--- config.mk ---
export PLATFORM = sky130hd
export DESIGN_NAME = interval_timer_flat
export DESIGN_NICKNAME = d
export VERILOG_FILES = /design/src/rtl/interval_timer_pkg.sv /design/src/rtl/interval_timer_if.sv /design/src/rtl/interval_timer_tick_prescaler.sv /design/src/rtl/interval_timer.sv /design/src/flat_wrapper.sv
export SDC_FILE = /design/constraint.sdc
export NUM_CORES = 1
export LEC_CHECK = 0
export CORE_AREA = 2 2 92 94
export CTS_CLUSTER_SIZE = 40
export DETAILED_ROUTE_END_ITERATION = 10
export DIE_AREA = 0 0 94 96
export PLACE_DENSITY = 0.86
export SETUP_SLACK_MARGIN = 0.2
export SYNTH_ARGS = -nofsm -noshare
export SYNTH_HDL_FRONTEND = slang
export SYNTH_SLANG_ARGS = --single-unit
export TNS_END_PERCENT = 20
--- constraint.sdc ---
create_clock -name clk -period 2.65 [get_ports clk]
set_clock_uncertainty 0.15 [all_clocks]
set_input_delay 0.53 -clock clk [delete_from_list [all_inputs] [get_ports clk]]
set_output_delay 0.53 -clock clk [all_outputs]
set_load 0.02 [all_outputs]
--- src/rtl/interval_timer_pkg.sv ---
// Shared types and constants for the interval timer.
// Channel FSM states and the default system clock frequency.
package interval_timer_pkg;

  localparam int CLK_FREQ = 50_000_000;

  typedef enum logic [1:0] {
    ST_IDLE = 2'd0,
    ST_RUN  = 2'd1,
    ST_DONE = 2'd2
  } ch_state_e;

endpackage

--- src/rtl/interval_timer_if.sv ---
// Control/status bundle between the timer and its user.
// Channel i of every vector lives at bit i (or [i*CNT_W +: CNT_W]).
interface interval_timer_if #(
  parameter int N_CH  = 4,
  parameter int CNT_W = 4
);
  logic [N_CH-1:0]       start;
  logic [N_CH-1:0]       stop;
  logic [N_CH-1:0]       reload;
  logic [N_CH-1:0]       dir;
  logic [N_CH*CNT_W-1:0] interval;
  logic                  tick;
  logic [N_CH*CNT_W-1:0] count;
  logic [N_CH-1:0]       busy;
  logic [N_CH-1:0]       timeout;
  logic [N_CH-1:0]       expired;

  modport master (
    output start, stop, reload, dir, interval,
    input  tick, count, busy, timeout, expired
  );

  modport slave (
    input  start, stop, reload, dir, interval,
    output tick, count, busy, timeout, expired
  );
endinterface

--- src/rtl/interval_timer_tick_prescaler.sv ---
// Free-running divider producing a registered 1-cycle tick every TICK_DIV clocks.
// TICK_DIV=1 keeps the divider at 0 so the tick is high every cycle.
module tick_prescaler
  import interval_timer_pkg::*;
#(
  parameter int TICK_DIV = CLK_FREQ
) (
  input  logic clk,
  input  logic rst,
  output logic tick
);

  localparam int DW = (TICK_DIV > 1) ? $clog2(TICK_DIV) : 1;
  localparam logic [DW-1:0] DIV_LAST = DW'(TICK_DIV - 1);

  logic [DW-1:0] r_div;
  logic          r_tick;
  logic          w_wrap;

  assign w_wrap = (r_div == DIV_LAST);

  always_ff @(posedge clk) begin
    if (rst) begin
      r_div  <= '0;
      r_tick <= 1'b0;
    end else begin
      r_tick <= w_wrap;
      r_div  <= w_wrap ? '0 : r_div + DW'(1);
    end
  end

  assign tick = r_tick;

endmodule

--- src/rtl/interval_timer.sv ---
// Multi-channel interval timer: one shared prescaler, N_CH independent
// up/down channels with one-shot or auto-reload behaviour.
module interval_timer
  import interval_timer_pkg::*;
#(
  parameter int N_CH     = 4,
  parameter int CNT_W    = 4,
  parameter int TICK_DIV = CLK_FREQ
) (
  input  logic             clk,
  input  logic             rst,
  interval_timer_if.slave  bus
);

  logic w_tick;

  tick_prescaler #(.TICK_DIV(TICK_DIV)) u_prescaler (
    .clk  (clk),
    .rst  (rst),
    .tick (w_tick)
  );

  assign bus.tick = w_tick;

  for (genvar g = 0; g < N_CH; g++) begin : g_ch
    ch_state_e        r_state, w_state_nxt;
    logic [CNT_W-1:0] r_cnt, w_cnt_nxt, r_ival, w_ival_in;
    logic             r_ldir, r_lrel, r_exp, w_exp_nxt, r_to, w_to_nxt;
    logic             w_term, w_load;

    assign w_ival_in = bus.interval[g*CNT_W +: CNT_W];
    assign w_load    = bus.start[g] && !bus.stop[g];
    assign w_term    = r_ldir ? (r_cnt == r_ival) : (r_cnt == '0);

    always_ff @(posedge clk) begin
      if (rst) begin
        r_state <= ST_IDLE;
        r_cnt   <= '0;
        r_ival  <= '0;
        r_ldir  <= 1'b0;
        r_lrel  <= 1'b0;
        r_exp   <= 1'b0;
        r_to    <= 1'b0;
      end else begin
        r_state <= w_state_nxt;
        r_cnt   <= w_cnt_nxt;
        r_exp   <= w_exp_nxt;
        r_to    <= w_to_nxt;
        if (w_load) begin
          r_ival <= w_ival_in;
          r_ldir <= bus.dir[g];
          r_lrel <= bus.reload[g];
        end
      end
    end

    // stop beats start beats tick; a start swallows a coincident tick
    always_comb begin
      w_state_nxt = r_state;
      w_cnt_nxt   = r_cnt;
      w_exp_nxt   = r_exp;
      w_to_nxt    = 1'b0;
      if (bus.stop[g]) begin
        w_state_nxt = ST_IDLE;
        w_exp_nxt   = 1'b0;
      end else if (bus.start[g]) begin
        w_state_nxt = ST_RUN;
        w_exp_nxt   = 1'b0;
        w_cnt_nxt   = bus.dir[g] ? '0 : w_ival_in;
      end else if (r_state == ST_RUN && w_tick) begin
        if (w_term) begin
          w_to_nxt = 1'b1;
          if (r_lrel) begin
            w_cnt_nxt = r_ldir ? '0 : r_ival;
          end else begin
            w_state_nxt = ST_DONE;
            w_exp_nxt   = 1'b1;
          end
        end else begin
          w_cnt_nxt = r_ldir ? r_cnt + CNT_W'(1) : r_cnt - CNT_W'(1);
        end
      end
    end

    assign bus.count[g*CNT_W +: CNT_W] = r_cnt;
    assign bus.busy[g]    = (r_state == ST_RUN);
    assign bus.timeout[g] = r_to;
    assign bus.expired[g] = r_exp;
  end

endmodule

--- src/flat_wrapper.sv ---
// flat-port wrapper written by rule: the top's interface ports become plain ports
module interval_timer_flat import interval_timer_pkg::*;
#(
  parameter int N_CH     = 4,
  parameter int CNT_W    = 4,
  parameter int TICK_DIV = CLK_FREQ
)
  (clk, rst, bus_start, bus_stop, bus_reload, bus_dir, bus_interval, bus_tick, bus_count, bus_busy, bus_timeout, bus_expired);
  interval_timer_if #(.N_CH(N_CH), .CNT_W(CNT_W)) bus_i ();
  input  logic clk;
  input  logic rst;
  input wire logic [$bits(bus_i.start)-1:0] bus_start;
  input wire logic [$bits(bus_i.stop)-1:0] bus_stop;
  input wire logic [$bits(bus_i.reload)-1:0] bus_reload;
  input wire logic [$bits(bus_i.dir)-1:0] bus_dir;
  input wire logic [$bits(bus_i.interval)-1:0] bus_interval;
  output wire logic [$bits(bus_i.tick)-1:0] bus_tick;
  output wire logic [$bits(bus_i.count)-1:0] bus_count;
  output wire logic [$bits(bus_i.busy)-1:0] bus_busy;
  output wire logic [$bits(bus_i.timeout)-1:0] bus_timeout;
  output wire logic [$bits(bus_i.expired)-1:0] bus_expired;
  assign bus_i.start = bus_start;
  assign bus_i.stop = bus_stop;
  assign bus_i.reload = bus_reload;
  assign bus_i.dir = bus_dir;
  assign bus_i.interval = bus_interval;
  assign bus_tick = bus_i.tick;
  assign bus_count = bus_i.count;
  assign bus_busy = bus_i.busy;
  assign bus_timeout = bus_i.timeout;
  assign bus_expired = bus_i.expired;
  interval_timer #(.N_CH(N_CH), .CNT_W(CNT_W), .TICK_DIV(TICK_DIV)) u_core (.clk(clk), .rst(rst), .bus(bus_i));
endmodule
==> results.ini <==
[critical_path]
worstPathRequired_ns = 1.97
worstSetupPathType = reg2out
endpoint_kind = primary output
rr_startpoint = u_core.u_prescaler.r_div[0]$_SDFF_PP0_
r2r-end = u_core.u_prescaler.r_div[11]$_SDFF_PP0_
ff2ff_setup_slack_ns = 0.41
rr_worst_depth = 7
startpoint_type = flip-flop
crit_start = u_core.g_ch[2].r_state[0]$_SDFFE_PP0P_
crit_fanout = 4
arrival_ns = 1.65

[timing]
finalCriticalPeriod_ns = 2.33
timing.fmax_ghz = 0.429
period_share = 0.879
worst_slew_pin_slew_ns = 0.645
drv_slew = 0
tns_ns = 0
rsz0062_at_grt = no
relSlewSlack = 0.566
hold_viol_final = 0
whs_ns = 0.324
finalSetupViolCount = 0

[floorplan]
initial_core_util = 0.526
row_count = 33
dieArea_um2 = 9020
die_w_um = 94
fp.dieH_um = 96
ios = 63
core_um2 = 8050

[routing]
post_drt_wl_per_cell_um = 15.0
dr.pass1.iters = 5
drcViolationCount = 0
vias_per_cell = 5.65
wl_um = 9900
num_vias = 3720
drtIter0Drc = 375
antenna_left = 0

[cells_and_area]
drive_above_1_share = 0.0669
multiInputGateArea_um2 = 2420
nNetsFinal = 596
antenna_cells = 0
fillers = 672
final_cells = 658
syn2layout_area_growth_pct = 21.5
regArea_um2 = 1580
design_area_um2 = 5150

[grt]
track_usage = 0.223
use_met2 = 0.385
grtUsageMet3 = 0.0517
grt_pass1_vias = 3567
grt_start_max_net_pins = 26
grt_pass1_wl_um = 16100
grt_busiest_layer = met2
grt_use_met1 = 0.271
antenna_found_initial = 0
grt_overflow_total = 0

[pwr]
combPwrFrac = 0.189
p_per_area_nw_per_um2 = 540
power_switching_uw = 752
intPower_uw = 2030
peakVddDrop_uv = 273
p_clk_frac = 0.347
seqPwrFrac = 0.464
leakage_uw = 0.00195
swShare = 0.271

[logic_synthesis]
synth_top_cell_by_area = dfxtp_1
synthTopCellsByArea = dfxtp_1, nor2_1, xnor2_1
yosys.cell_types.count = 56
synth_fp_nets = 534
synth.top_cell.area_share = 0.374
synthFlopType = dfxtp_1
synth_edf_count = 0
synthCells = 487
yosysWarnings = 0
synth_area_um2 = 4230
async_flop_share = 0
synth.most_common_cell = nor2_1
synth_seq_cells = 79
syn_area_per_cell_um2 = 8.69
synth_commonest_cells = nor2_1, dfxtp_1, xnor2_1
synth-seq-area-share = 0.374

[worst_hold_path]
hold-path-endpoint = u_core.u_prescaler.r_div[0]$_SDFF_PP0_
worstHoldPathType = reg2reg
min_path_cells = 1
hp-start = u_core.u_prescaler.r_div[0]$_SDFF_PP0_

[cts]
clk-insertion-delay-late_ns = 0.35
post_cts_buffers = 0
htree_levels = 3
postCtsResizedCells = 0
postCtsHoldBufs = 0
cts_buffer_depth = 2
clk_pin_slew_ns = 0.08
cts.sinks = 79
clockRootBuffer = clkbuf_8
cts_buffers = 9
cts_tree = yes

[placed_design]
placed_area_um2 = 4930
dp.cells = 643
post-dp-hpwl_um = 7280
gp_congestion = 0.983
portBuffers = 62

[job]
max_cap_violations = 0

[status]
status = completed

worst max-delay path by stage:
stage	to	depth (start not counted)	slack, ns
3_5_place_dp	u_core.g_ch[3].r_cnt[3]$_SDFFE_PP0P_	7	0.26
3_3_place_gp	u_core.g_ch[3].r_cnt[0]$_SDFFE_PP0P_	7	0.33
5_1_grt	bus_busy[2]	2	0.25
2_1_floorplan	u_core.u_prescaler.r_div[16]$_SDFF_PP0_	9	0.62
6_report	bus_busy[2]	2	0.32
4_1_cts	bus_busy[2]	2	0.31
through the flow:
step	worst slack, ns	total power, uW	util
detailed placement	0.260	1830	0.612
global route	0.251	2900	0.639
CTS	0.313	2790	0.639
floorplan	0.621	1640	-
finish	0.322	2780	0.639
global placement	0.331	1810	0.612
critical path: stages, from the launching register on:
cell	delay, ns
dfxtp_1	0.36
nor2b_1	0.28
clkdlybuf4s50_1	0.66
power by group through the flow:
stage	logic [uW]	clock network (uW)	registers, uW
after floorplan	319	0	1320
after global placement	502	0	1310
after detailed placement	518	0	1310
after CTS	521	980	1290
after global routing	571	1030	1300
final	526	964	1290
layer usage:
metal,vias up,share of wire
li1,1839,-
met1,1730,0.43
met2,122,0.49
met3,29,0.057
met4,0,0.019
met5,-,0
sequential cells by signal, indices dropped and copies added (netlist names):
signal,flops
u_core.g_ch.r_state,5
u_core.g_ch.r_ival,16
u_core.g_ch.r_lrel,4
u_core.g_ch.r_ldir,4
u_core.g_ch.r_to,4
u_core.g_ch.r_exp,3
u_core.u_prescaler.r_div,26
u_core.u_prescaler.tick,1
u_core.g_ch.r_cnt,16
layout by cell type (no fill, tap or decap), drive strengths merged, types with 3 or more instances in the layout:
| master | count |
|---|---|
| nor2b | 10 |
| nand3 | 19 |
| or2 | 3 |
| clkdlybuf4s50 | 62 |
| and2 | 3 |
| nor3 | 12 |
| buf | 13 |
| xor2 | 20 |
| xnor2 | 32 |
| fa | 4 |
| o21ai | 10 |
| nand2 | 18 |
| nor4b | 3 |
| a21o | 5 |
| nor3b | 4 |
| ha | 9 |
| dfxtp | 79 |
| o21a | 4 |
| a31oi | 14 |
| o31ai | 8 |
| a21oi | 19 |
| nand3b | 7 |
| clkbuf | 11 |
| nand4 | 4 |
| and3 | 10 |
| inv | 21 |
| nor4 | 12 |
| mux2i | 18 |
| nor2 | 80 |
| o31a | 7 |
| a211oi | 3 |
cell type report:
type                       instances  area share
multi-input combinational        363       0.471
tap                              105      0.0255
clock buffer                      11      0.0275
clock inverter                     4      0.0136
inverter                          21      0.0153
sequential                        79       0.307
timing repair buffer              75       0.140
cell families (layout without fill, tap and decap cells):
| kind of cell | Yosys count | in the layout | synth area share |
|---|---|---|---|
| compound gates | 88 | 88 | 0.147 |
| xor+xnor | 52 | 52 | 0.108 |
| fa+ha+maj | 13 | 13 | 0.0455 |
| buf+inv | 45 | 111 | 0.0550 |
| flops | 79 | 79 | 0.374 |
| mux | 18 | 18 | 0.0426 |
| simple gates | 192 | 192 | 0.229 |
Power figures use the tool's default switching activity.
